===== config.mk =====
export PLATFORM = sky130hd
export DESIGN_NAME = router_vc_fifo
export DESIGN_NICKNAME = d
export VERILOG_FILES = /design/src/rtl/router_fifo_pkg.sv /design/src/rtl/router_vc_lane.sv /design/src/rtl/router_vc_fifo.sv
export SDC_FILE = /design/constraint.sdc
export NUM_CORES = 1
export LEC_CHECK = 0
export ABC_AREA = 1
export BUFFER_PORTS_ARGS = -buffer_cell sky130_fd_sc_hd__buf_4
export CORE_MARGIN = 2
export CORE_UTILIZATION = 30
export CTS_CLUSTER_SIZE = 16
export DETAILED_ROUTE_END_ITERATION = 7
export SLEW_MARGIN = 20
export SYNTH_ARGS = -nofsm -noshare
export SYNTH_HDL_FRONTEND = slang
export SYNTH_HIERARCHICAL = 1
export SYNTH_SLANG_ARGS = --single-unit

===== constraint.sdc =====
create_clock -name clk -period 2.3 [get_ports clk]
set_input_delay 0.69 -clock clk [delete_from_list [all_inputs] [get_ports clk]]
set_output_delay 0.69 -clock clk [all_outputs]
set_load 0.01 [all_outputs]

===== src/rtl/router_fifo_pkg.sv =====
// Shared types and width helpers for the router virtual-channel FIFO.
// Included by the lane and the top via import router_fifo_pkg::*.
package router_fifo_pkg;

    function automatic int vc_w(input int num_vc);
        return (num_vc > 1) ? $clog2(num_vc) : 1;
    endfunction

    function automatic int cnt_w(input int depth);
        return $clog2(depth + 1);
    endfunction

    typedef struct packed {
        logic empty;
        logic full;
        logic almost_full;
        logic overflow;
        logic underflow;
    } vc_status_t;

    localparam string MSG_PUSH_VC_RANGE = "router_vc_fifo: push_vc >= NUM_VC, request ignored";
    localparam string MSG_POP_VC_RANGE  = "router_vc_fifo: pop_vc >= NUM_VC, request ignored";

endpackage


===== src/rtl/router_vc_lane.sv =====
// One virtual-channel queue: storage, wrap-explicit pointers, occupancy count
// and sticky overflow/underflow flags. push_en/pop_en arrive already decoded.
module router_vc_lane
    import router_fifo_pkg::*;
#(
    parameter  int DATA_WIDTH = 8,
    parameter  int DEPTH      = 3,
    parameter  int AF_MARGIN  = 1,
    localparam int CNT_W      = cnt_w(DEPTH)
) (
    input  logic                  clk,
    input  logic                  rst_n,
    input  logic                  push_en,
    input  logic [DATA_WIDTH-1:0] push_data,
    input  logic                  pop_en,
    input  logic                  clr_err,
    output logic [DATA_WIDTH-1:0] head_data,
    output logic [CNT_W-1:0]      count,
    output vc_status_t            status
);

    localparam int                PTR_W    = (DEPTH > 1) ? $clog2(DEPTH) : 1;
    localparam logic [PTR_W-1:0]  LAST_PTR = PTR_W'(DEPTH - 1);
    localparam logic [CNT_W-1:0]  FULL_CNT = CNT_W'(DEPTH);
    localparam logic [CNT_W-1:0]  AF_CNT   = CNT_W'(DEPTH - AF_MARGIN);

    logic [DATA_WIDTH-1:0] mem [DEPTH];
    logic [PTR_W-1:0]      rd_ptr;
    logic [PTR_W-1:0]      wr_ptr;
    logic                  overflow_q;
    logic                  underflow_q;
    logic                  is_empty;
    logic                  is_full;
    logic                  pop_ok;
    logic                  push_ok;

    function automatic logic [PTR_W-1:0] ptr_inc(input logic [PTR_W-1:0] p);
        return (p == LAST_PTR) ? '0 : p + 1'b1;
    endfunction

    assign is_empty = (count == '0);
    assign is_full  = (count == FULL_CNT);
    assign pop_ok   = pop_en && !is_empty;
    // A full lane still takes a push when the same cycle frees a slot.
    assign push_ok  = push_en && (!is_full || pop_ok);

    always_ff @(posedge clk or negedge rst_n) begin
        if (!rst_n) begin
            rd_ptr      <= '0;
            wr_ptr      <= '0;
            count       <= '0;
            overflow_q  <= 1'b0;
            underflow_q <= 1'b0;
        end else begin
            if (push_ok) wr_ptr <= ptr_inc(wr_ptr);
            if (pop_ok)  rd_ptr <= ptr_inc(rd_ptr);
            case ({push_ok, pop_ok})
                2'b10:   count <= count + 1'b1;
                2'b01:   count <= count - 1'b1;
                default: count <= count;
            endcase
            if (clr_err) begin
                overflow_q  <= 1'b0;
                underflow_q <= 1'b0;
            end else begin
                if (push_en && !push_ok) overflow_q  <= 1'b1;
                if (pop_en && !pop_ok)   underflow_q <= 1'b1;
            end
        end
    end

    always_ff @(posedge clk) begin
        if (push_ok) mem[wr_ptr] <= push_data;
    end

    assign head_data = mem[rd_ptr];

    assign status = '{
        empty:       is_empty,
        full:        is_full,
        almost_full: (count >= AF_CNT),
        overflow:    overflow_q,
        underflow:   underflow_q
    };

endmodule


===== src/rtl/router_vc_fifo.sv =====
// Multi-VC input FIFO: decodes push/pop VC selects into one-hot lane enables,
// instantiates one router_vc_lane per VC and muxes the show-ahead head by pop_vc.
module router_vc_fifo
    import router_fifo_pkg::*;
#(
    parameter  int DATA_WIDTH = 8,
    parameter  int DEPTH      = 3,
    parameter  int NUM_VC     = 4,
    parameter  int AF_MARGIN  = 1,
    localparam int VC_W       = vc_w(NUM_VC),
    localparam int CNT_W      = cnt_w(DEPTH)
) (
    input  logic                    clk,
    input  logic                    rst_n,
    input  logic                    push,
    input  logic [VC_W-1:0]         push_vc,
    input  logic [DATA_WIDTH-1:0]   push_data,
    input  logic                    pop,
    input  logic [VC_W-1:0]         pop_vc,
    output logic [DATA_WIDTH-1:0]   pop_data,
    output logic                    pop_valid,
    output logic [NUM_VC-1:0]       empty,
    output logic [NUM_VC-1:0]       full,
    output logic [NUM_VC-1:0]       almost_full,
    output logic [NUM_VC*CNT_W-1:0] count,
    output logic [NUM_VC-1:0]       overflow,
    output logic [NUM_VC-1:0]       underflow,
    input  logic                    clr_err
);

    logic [NUM_VC-1:0]     push_en;
    logic [NUM_VC-1:0]     pop_sel;
    logic [NUM_VC-1:0]     pop_en;
    logic [DATA_WIDTH-1:0] lane_data   [NUM_VC];
    logic [DATA_WIDTH-1:0] lane_masked [NUM_VC];
    vc_status_t            lane_status [NUM_VC];

    for (genvar g = 0; g < NUM_VC; g++) begin : g_lane
        // Out-of-range selects match no lane, so they are dropped without flags.
        assign push_en[g] = push && (push_vc == VC_W'(g));
        assign pop_sel[g] = (pop_vc == VC_W'(g));
        assign pop_en[g]  = pop && pop_sel[g];

        router_vc_lane #(
            .DATA_WIDTH (DATA_WIDTH),
            .DEPTH      (DEPTH),
            .AF_MARGIN  (AF_MARGIN)
        ) u_lane (
            .clk       (clk),
            .rst_n     (rst_n),
            .push_en   (push_en[g]),
            .push_data (push_data),
            .pop_en    (pop_en[g]),
            .clr_err   (clr_err),
            .head_data (lane_data[g]),
            .count     (count[g*CNT_W +: CNT_W]),
            .status    (lane_status[g])
        );

        assign empty[g]       = lane_status[g].empty;
        assign full[g]        = lane_status[g].full;
        assign almost_full[g] = lane_status[g].almost_full;
        assign overflow[g]    = lane_status[g].overflow;
        assign underflow[g]   = lane_status[g].underflow;
        assign lane_masked[g] = pop_sel[g] ? lane_data[g] : '0;
    end

    always_comb begin
        pop_data = '0;
        for (int unsigned v = 0; v < NUM_VC; v++) begin
            pop_data = pop_data | lane_masked[v];
        end
    end

    assign pop_valid = |(pop_sel & ~empty);

`ifdef SIM_ONLY
    a_push_vc_range: assert property (@(posedge clk) disable iff (!rst_n) push |-> (|push_en))
        else $error("%s", MSG_PUSH_VC_RANGE);
    a_pop_vc_range: assert property (@(posedge clk) disable iff (!rst_n) pop |-> (|pop_sel))
        else $error("%s", MSG_POP_VC_RANGE);
`endif

endmodule


# Yosys cells after proc, flatten, opt, wreduce, memory -nomap -nowiden
# Memory sizes are Yosys's and may differ from the RTL's.
# Cells that the tools add are included.
# W data, S select, Z words.
[word_totals]
ramBits = 96
regBits = 32
memories = 4
in_bits = 17
elab_cells = 178
output_inout_bits = 37
[classes]
n_eq_ne = 26
mux = 40
magnitude_cmp = 4
bitwise_logic = 5
reduce_logical = 63
add_sub_neg = 16
[memory_table]
columns = ["memory", "words", "width", "read_ports", "rd_clocked_by_memory_dff", "wr", "line", "text"]
rows = [
  ["g_lane[0].u_lane.mem", 3, 8, 1, 0, 1, "router_vc_lane.sv:27", "logic [DATA_WIDTH-1:0] mem [DEPTH];"],
  ["g_lane[1].u_lane.mem", 3, 8, 1, 0, 1, "router_vc_lane.sv:27", ""],
  ["g_lane[2].u_lane.mem", 3, 8, 1, 0, 1, "router_vc_lane.sv:27", ""],
  ["g_lane[3].u_lane.mem", 3, 8, 1, 0, 1, "router_vc_lane.sv:27", ""],
]
[op_table]
columns = ["op", "count"]
rows = [
  ["$eq A2 B2 Y1 const B", 20],
  ["$mux W8", 4],
  ["$add A2 B1 Y2 const B", 12],
  ["$logic_and A1 B1 Y1", 24],
  ["$mux W1", 24],
  ["$or A8 B8 Y8", 3],
  ["$reduce_bool A2 Y1", 12],
  ["$logic_not A1 Y1", 16],
  ["$mux W2", 8],
  ["$pmux W2 S2", 4],
  ["$eq A2 B1 Y1 const B", 6],
  ["$logic_not A2 Y1", 6],
  ["$ge A2 B2 Y1 const B", 4],
  ["$sub A2 B1 Y2 const B", 4],
  ["$and A4 B4 Y4", 1],
  ["$logic_or A1 B1 Y1", 4],
  ["$not A4 Y4", 1],
  ["$reduce_or A4 Y1", 1],
]

# Logic depth before layout (Yosys ltp)
# Gate-level depths: netlist of run 1.
[depth]
word_depth = 9
mapped_depth = 12
depth_no_buf = 11

# By module
# Netlist of run 1, hierarchy kept.
[modules_own_cells]
columns = ["mod", "n_inst", "area_per_inst_um2", "seq_area_each_um2", "cells_each"]
rows = [
  ["router_vc_lane at g_lane[3].u_lane", 1, 1347.5, 920.9, 118],
  ["router_vc_lane at g_lane[0].u_lane", 1, 1335.0, 920.9, 118],
  ["router_vc_lane at g_lane[1].u_lane", 1, 1335.0, 920.9, 119],
  ["router_vc_lane at g_lane[2].u_lane", 1, 1317.5, 920.9, 118],
  ["router_vc_fifo", 1, 461.7, 0.0, 106],
]

# Least setup slack after synthesis of run 1
# OpenSTA, ideal clock, no wires.
[synth_timing]
path_kind = "in2reg"
from = "input port pop_vc[1]"
to = "memory g_lane[2].u_lane.mem[2][0] (enable)"
n_path_buf = 1
arrival_ns = 2.023
cell_stages = 7
required_ns = 1.930
setup_slack_ns = -0.094
setup_time_ns = 0.370
cell_sequence = "inv_1 > buf_2 > nor3_1 > inv_2 > nand3_2 > nand2_1 > nor2_1"
[synth_between]
elab_chain_len = 7
[synth_rtl]
columns = ["item", "line", "text"]
rows = [
  ["start, declared", "router_vc_fifo.sv:19", "input logic [VC_W-1:0] pop_vc,"],
  ["$eq A2 B2 Y1", "router_vc_fifo.sv:41", "assign pop_sel[g] = (pop_vc == VC_W'(g));"],
  ["$logic_and A1 B1 Y1", "router_vc_fifo.sv:42", "assign pop_en[g] = pop && pop_sel[g];"],
  ["via pop_en[2]", "router_vc_fifo.sv:33", "logic [NUM_VC-1:0] pop_en;"],
  ["$logic_and A1 B1 Y1", "router_vc_lane.sv:43", "assign pop_ok = pop_en && !is_empty;"],
  ["$logic_or A1 B1 Y1", "router_vc_lane.sv:45", "assign push_ok = push_en && (!is_full || pop_ok);"],
  ["$logic_and A1 B1 Y1", "router_vc_lane.sv:45", ""],
  ["$mux W1", "router_vc_lane.sv:73", "if (push_ok) mem[wr_ptr] <= push_data;"],
  ["$mux W1 (implied by the code)", "router_vc_lane.sv:73", ""],
  ["end, declared", "router_vc_lane.sv:27", ""],
]
# The timed path passes the listed nets, and every way through them passes these cells.

==> flow_summary.ini, run 1 <==
[clock_network]
cts_hold_buf = 0
clkSinkCount = 128
clockBufferDepth = 2
cts_max_level = 4
numCtsBuffers = 17
cts.root.buffer_cell = clkbuf_16
clk_latency_ns = 0.41
cts_tree = built
clk_pin_slew_ns = 0.06

[job]
maxCapViolations = 0

[grt]
antenna_found_initial = 0
grt_pass1_vias = 4060
gr-total-overflow = 0
grt_max_degree = 33
track_usage = 0.142
grt_pass1_wl_mm = 21.7

[die]
rows = 50
fp.coreArea_um2 = 18800
die_width_um = 143
initial_utilization = 0.308
dieArea_um2 = 20500
die_h_um = 143
ios = 54

[logic_synthesis]
synthCells = 579
avgSynthCellArea_um2 = 10.0
syn-num-nets = 598
yosys_register_bits = 128
ys_seq_area_frac = 0.635
mappedNetlistArea_um2 = 5800
synth_cell_type_count = 27
yosysWarnings = 6

[cells_and_area]
fin_nets = 691
multi_input_area_um2 = 1800
seqCellArea_um2 = 3690
area_growth_pct = 31.1
layout-drive-gt1-share = 0.326
n_fill_cell = 1844
n_antenna_cell = 0

[sta]
finClkSkew_ns = 0.00650
worst_pin_slew_ns = 0.419
hold_violations = 0
final_max_slew_viol_count = 0
min_period_over_period = 1.05
rsz0062_at_grt = true
max_freq_mhz = 414
setup_violations = 8
setup_ws_ns = -0.118
slew_headroom = 0.720
period_needed_ns = 2.42

[status]
violations = negative setup slack
status = complete, but fails checks

[power]
total_power_w = 0.00904
power.density_nw_per_um2 = 1190
ir_drop_v = 0.000578
p_leak_nw = 3.30

[critical_path]
required_ns = 1.61
cp.arrival_ns = 1.73
critical_path.endpoint_type = output pin
critPathKind = register to output pin
ff2ff_setup_slack_ns = 0.75
critPathMaxFanout = 5
start_kind = register

[placed_design]
dp_slack_ns = 0.00246
portBuffers = 53
gp_congestion = 0.809
dpl.hpwl_mm = 9.04

[routing]
drc = 0
wl_per_cell_um = 14.5
drtIter0Drc = 314
vias = 4202
ant_nets = 0
wl_mm = 13.7
viasPerCell = 4.45
dr.pass1.iters = 4

[hold_path]
hold_class = input port to async pin
==> area by class of cell <==
| class | count | share of cell area |
|---|---|---|
| Clock buffer | 17 | 0.0560 |
| Sequential cell | 128 | 0.486 |
| Inverter | 73 | 0.0369 |
| Clock inverter | 15 | 0.0209 |
| Timing Repair Buffer | 104 | 0.121 |
| Tap cell | 260 | 0.0428 |
| Multi-Input combinational cell | 348 | 0.236 |
==> synthesized netlist by cell type <==
cell type,count,area share
nand2_1,196,0.13
edfxtp_1,96,0.50
nand3_1,72,0.062
inv_1,62,0.040
dfrtp_1,32,0.14
buf_4,22,0.028
nor2_1,19,0.012
inv_2,11,0.0071
a21oi_1,10,0.0086
nor2_4,8,0.016
buf_2,7,0.0060
nor3_1,7,0.0060
nand4_1,6,0.0065
o21ai_2,5,0.0076
clkbuf_1,4,0.0026
o21ai_1,4,0.0035
buf_6,2,0.0039
ha_1,2,0.0043
nand2_2,2,0.0022
nand3_2,2,0.0035
nand3_4,2,0.0060
nor2_2,2,0.0022
xnor2_1,2,0.0030
nand2_4,1,0.0019
nand3b_1,1,0.0013
nor3_2,1,0.0017
or2_2,1,0.0011
==> flip-flops by register name, indices dropped and copies added (netlist names) <==
register	count
g_lane.u_lane/rd_ptr	8
g_lane.u_lane/overflow_q	4
g_lane.u_lane/count	8
g_lane.u_lane/underflow_q	4
g_lane.u_lane/mem	96
g_lane.u_lane/wr_ptr	8
==> kinds of logic after synthesis <==
logic type	after synthesis	share of synthesized area
flip-flops	128	0.635
adder cells (fa/ha/maj)	2	0.00432
XOR/XNOR	2	0.00302
buffers and inverters	108	0.0883
AND/OR/NAND/NOR	320	0.249
AO/OA/AOI/OAI	19	0.0196
==> cell usage in the layout, fill, tap and decap left out, types with 4 or more instances in the layout <==
master and n:
nand2_1 182, edfxtp_1 96, buf_4 83, inv_1 59
nand3_1 56, dfrtp_1 23, nand3_2 17, clkbuf_16 17
nand2_2 15, nor2_1 15, buf_6 14, nor2_4 12
inv_2 12, a21oi_1 10, dfrtp_2 9, nor2_2 7
buf_12 7, nor3_1 6, nand4_1 6, inv_6 5
o21ai_2 5, clkinvlp_4 4, o21ai_1 4
==> per-stage QoR <==
stage	TNS [ns]	hold slack, ns	util	instances	instance area [um^2]
after floorplan	0	0.394	-	579	5800
after global placement	0	0.480	0.350	888	6590
after detailed placement	0	0.482	0.350	888	6590
after CTS	-0.837	0.208	0.398	939	7490
after global routing	-1.61	0.224	0.404	945	7600
final	-0.681	0.197	0.404	945	7600
==> worst paths after layout <==
check | from | depth (start not counted) | end
max | g_lane[3].u_lane/rd_ptr[1]$_DFFE_PN0P_ | 9 | pop_data[5]
min | rst_n | 1 | g_lane[3].u_lane/wr_ptr[1]$_DFFE_PN0P_
max reg2reg | g_lane[0].u_lane/count[1]$_DFFE_PN0P_ | 8 | g_lane[0].u_lane/count[1]$_DFFE_PN0P_
min reg2reg | g_lane[2].u_lane/wr_ptr[0]$_DFFE_PN0P_ | 2 | g_lane[2].u_lane/wr_ptr[0]$_DFFE_PN0P_
max in group asynchronous | rst_n | 1 | g_lane[0].u_lane/rd_ptr[1]$_DFFE_PN0P_
min in group clk | g_lane[2].u_lane/wr_ptr[0]$_DFFE_PN0P_ | 2 | g_lane[2].u_lane/wr_ptr[0]$_DFFE_PN0P_
==> power by group <==
group          internal, W  switching (W)  total, W
registers          0.00280       0.000328   0.00313
logic              0.00147        0.00183   0.00330
clock network      0.00161        0.00101   0.00261
total              0.00587        0.00316   0.00904
==> routing by layer <==
| metal | vias up | routed length (um) | GRT usage |
|---|---|---|---|
| met5 | - | 0 | 0 |
| met4 | 0 | 122 | 0.0401 |
| met3 | 11 | 979 | 0.0469 |
| met2 | 123 | 6080 | 0.206 |
| met1 | 1996 | 6490 | 0.202 |
| li1 | 2072 | - | - |
==> critical path, stage by stage (launching register included) <==
cell	delay (ns)
dfrtp_2	0.47
nor2_4	0.19
buf_6	0.12
nand2_1	0.04
nand3_1	0.10
nand3_1	0.08
nand2_1	0.07
inv_1	0.05
nand2_2	0.08
buf_6	0.10
==> timing repair <==
| action | 4_1_cts | 5_1_grt |
|---|---|---|
| cloned | 5 | 0 |
| resized for setup | 47 | 21 |
| buffers inserted | 14 | 6 |
| endpoints found under the setup margin | 9 | 9 |
| pin swaps | 46 | 19 |
Note: power is estimated with default switching activity, not from simulation.
==> run 2: changes to the inputs <==
- CORE_MARGIN: 2 -> 10
- SETUP_SLACK_MARGIN: not set -> 0.15
==> flow_summary.ini, run 2 (same netlist as run 1, synthesis figures left out) <==
[die]
rows = 50
ios = 54
die_h_um = 159
dieArea_um2 = 25300
die_width_um = 159
fp.coreArea_um2 = 18800
initial_utilization = 0.308

[hold_path]
hold_class = input port to async pin

[sta]
max_freq_mhz = 419
fin_tns_setup_ns = -0.461
slew_headroom = 0.708
worst_pin_slew_ns = 0.438
rsz0062_at_grt = true
hold_violations = 0
setup_violations = 8
setup_ws_ns = -0.0853
min_period_over_period = 1.04
period_needed_ns = 2.39
finClkSkew_ns = 0.00677
final_max_slew_viol_count = 0
whs_ns = 0.210

[clock_network]
clkSinkCount = 128
numCtsBuffers = 17
clk_pin_slew_ns = 0.05
cts_tree = built
clockBufferDepth = 2
cts.root.buffer_cell = clkbuf_16
cts_hold_buf = 0
clk_latency_ns = 0.42
cts_max_level = 4

[routing]
wl_mm = 14.1
vias = 4183
drc = 0
wl_per_cell_um = 15.0
ant_nets = 0
viasPerCell = 4.44
dr.pass1.iters = 5
drtIter0Drc = 261

[cells_and_area]
stdcell_area_um2 = 7660
layout-drive-gt1-share = 0.349
fin_nets = 690
largest_reg_flops = 96
n_antenna_cell = 0
final_cell_mix = nand2_1 (173), edfxtp_1 (96), buf_4 (81), inv_1 (57), nand3_1 (49)
top_register = g_lane.u_lane/mem
area_growth_pct = 32.2
layout_commonest_cell = nand2_1
fin_cells = 942

[grt]
gr-total-overflow = 0
grt_pass1_wl_mm = 22.7
track_usage = 0.114
grt_pass1_vias = 4052
antenna_found_initial = 0
grt_max_degree = 33

[power]
power.density_nw_per_um2 = 1160
ir_drop_v = 0.000558
p_leak_nw = 3.29

[status]
status = complete, but fails checks
violations = negative setup slack

[critical_path]
cpPeakStageDelay_ns = 0.41
cp.arrival_ns = 1.70
critPathMaxFanout = 5
critical_path.endpoint_type = output pin
crit_buf_inv = 3
cpMostUsedCell = nand2_1
cp_cell_sequence = buf_4 > nor2_4 > nand2_1 > nand3_2 > nand2_1 > nand2_1 > inv_1 > nand2_2 > buf_6
critPathKind = register to output pin
critPathTopFamily = simple AND/OR/NAND/NOR gates
start_kind = register
crit_slowest_cell = dfrtp_2
required_ns = 1.61

[placed_design]
dpl.hpwl_mm = 9.51
dp_slack_ns = -0.0261
portBuffers = 53
gp_congestion = 0.788
dp.cells = 887
post_dp_cell_area_um2 = 6630

[job]
maxCapViolations = 0
-- run 2: cell types whose count changed in the layout (fill, tap and decap cells not counted), moves of 4 or more --
cell	delta
clkinv_1	+4
inv_6	-4
nand2_1	-9
nand2_2	+10
nand3_1	-7
nand3_2	+7
nor2_4	+6
-- run 2: final timing paths --
path	from	end	slack, ns	depth (start not counted)
max in group asynchronous	rst_n	g_lane[2].u_lane/rd_ptr[1]$_DFFE_PN0P_	1.74	1
min	rst_n	g_lane[3].u_lane/rd_ptr[1]$_DFFE_PN0P_	0.21	1
min reg2reg	g_lane[0].u_lane/wr_ptr[0]$_DFFE_PN0P_	g_lane[0].u_lane/wr_ptr[0]$_DFFE_PN0P_	0.49	2
max reg2reg	g_lane[0].u_lane/count[1]$_DFFE_PN0P_	g_lane[0].u_lane/count[1]$_DFFE_PN0P_	0.73	8
max	g_lane[0].u_lane/rd_ptr[0]$_DFFE_PN0P_	pop_data[1]	-0.09	9
min in group clk	g_lane[0].u_lane/wr_ptr[0]$_DFFE_PN0P_	g_lane[0].u_lane/wr_ptr[0]$_DFFE_PN0P_	0.49	2
-- run 2: repair_timing --
action / CTS / global route
pin swaps: 49 / 26
setup buffers: 13 / 5
setup endpoints to repair: 9 / 9
resized for setup: 62 / 27
gates cloned: 7 / 0
-- run 2: power breakdown --
part           switching, W  internal [W]
Sequential         0.000334       0.00280
Clock              0.000949       0.00156
Combinational       0.00186       0.00139
-- run 2: metal layers --
| layer | GRT usage | share of wire | vias up |
|---|---|---|---|
| li1 | - | - | 2066 |
| met1 | 0.157 | 0.49 | 1975 |
| met2 | 0.162 | 0.43 | 124 |
| met3 | 0.0356 | 0.066 | 18 |
| met4 | 0.0468 | 0.018 | 0 |
| met5 | 0 | 0 | - |
-- run 2: worst register-to-register path, stage by stage, from the launching register on --
cell and delay [ns]:
dfrtp_1 0.40, buf_4 0.18, o21ai_2 0.23, inv_2 0.08
ha_1 0.33, inv_1 0.08, nand3_1 0.07, nand2_1 0.06
nand2_1 0.04
-- run 2: layout make-up --
| class | instances | area [um^2] |
|---|---|---|
| clock inverters | 12 | 120 |
| well taps | 260 | 325 |
| fillers | 1819 | 11200 |
| multi-input cells | 350 | 1900 |
| clock buffers | 18 | 429 |
| repair buffers | 101 | 912 |
| inverters | 73 | 280 |
| flip-flops and latches | 128 | 3700 |
-- run 2: stage by stage --
stage | total power [W] | util
3_3_place_gp | 0.00566 | 0.352
3_5_place_dp | 0.00568 | 0.352
5_1_grt | 0.00947 | 0.407
2_1_floorplan | 0.00478 | -
6_report | 0.00891 | 0.407
4_1_cts | 0.00880 | 0.401
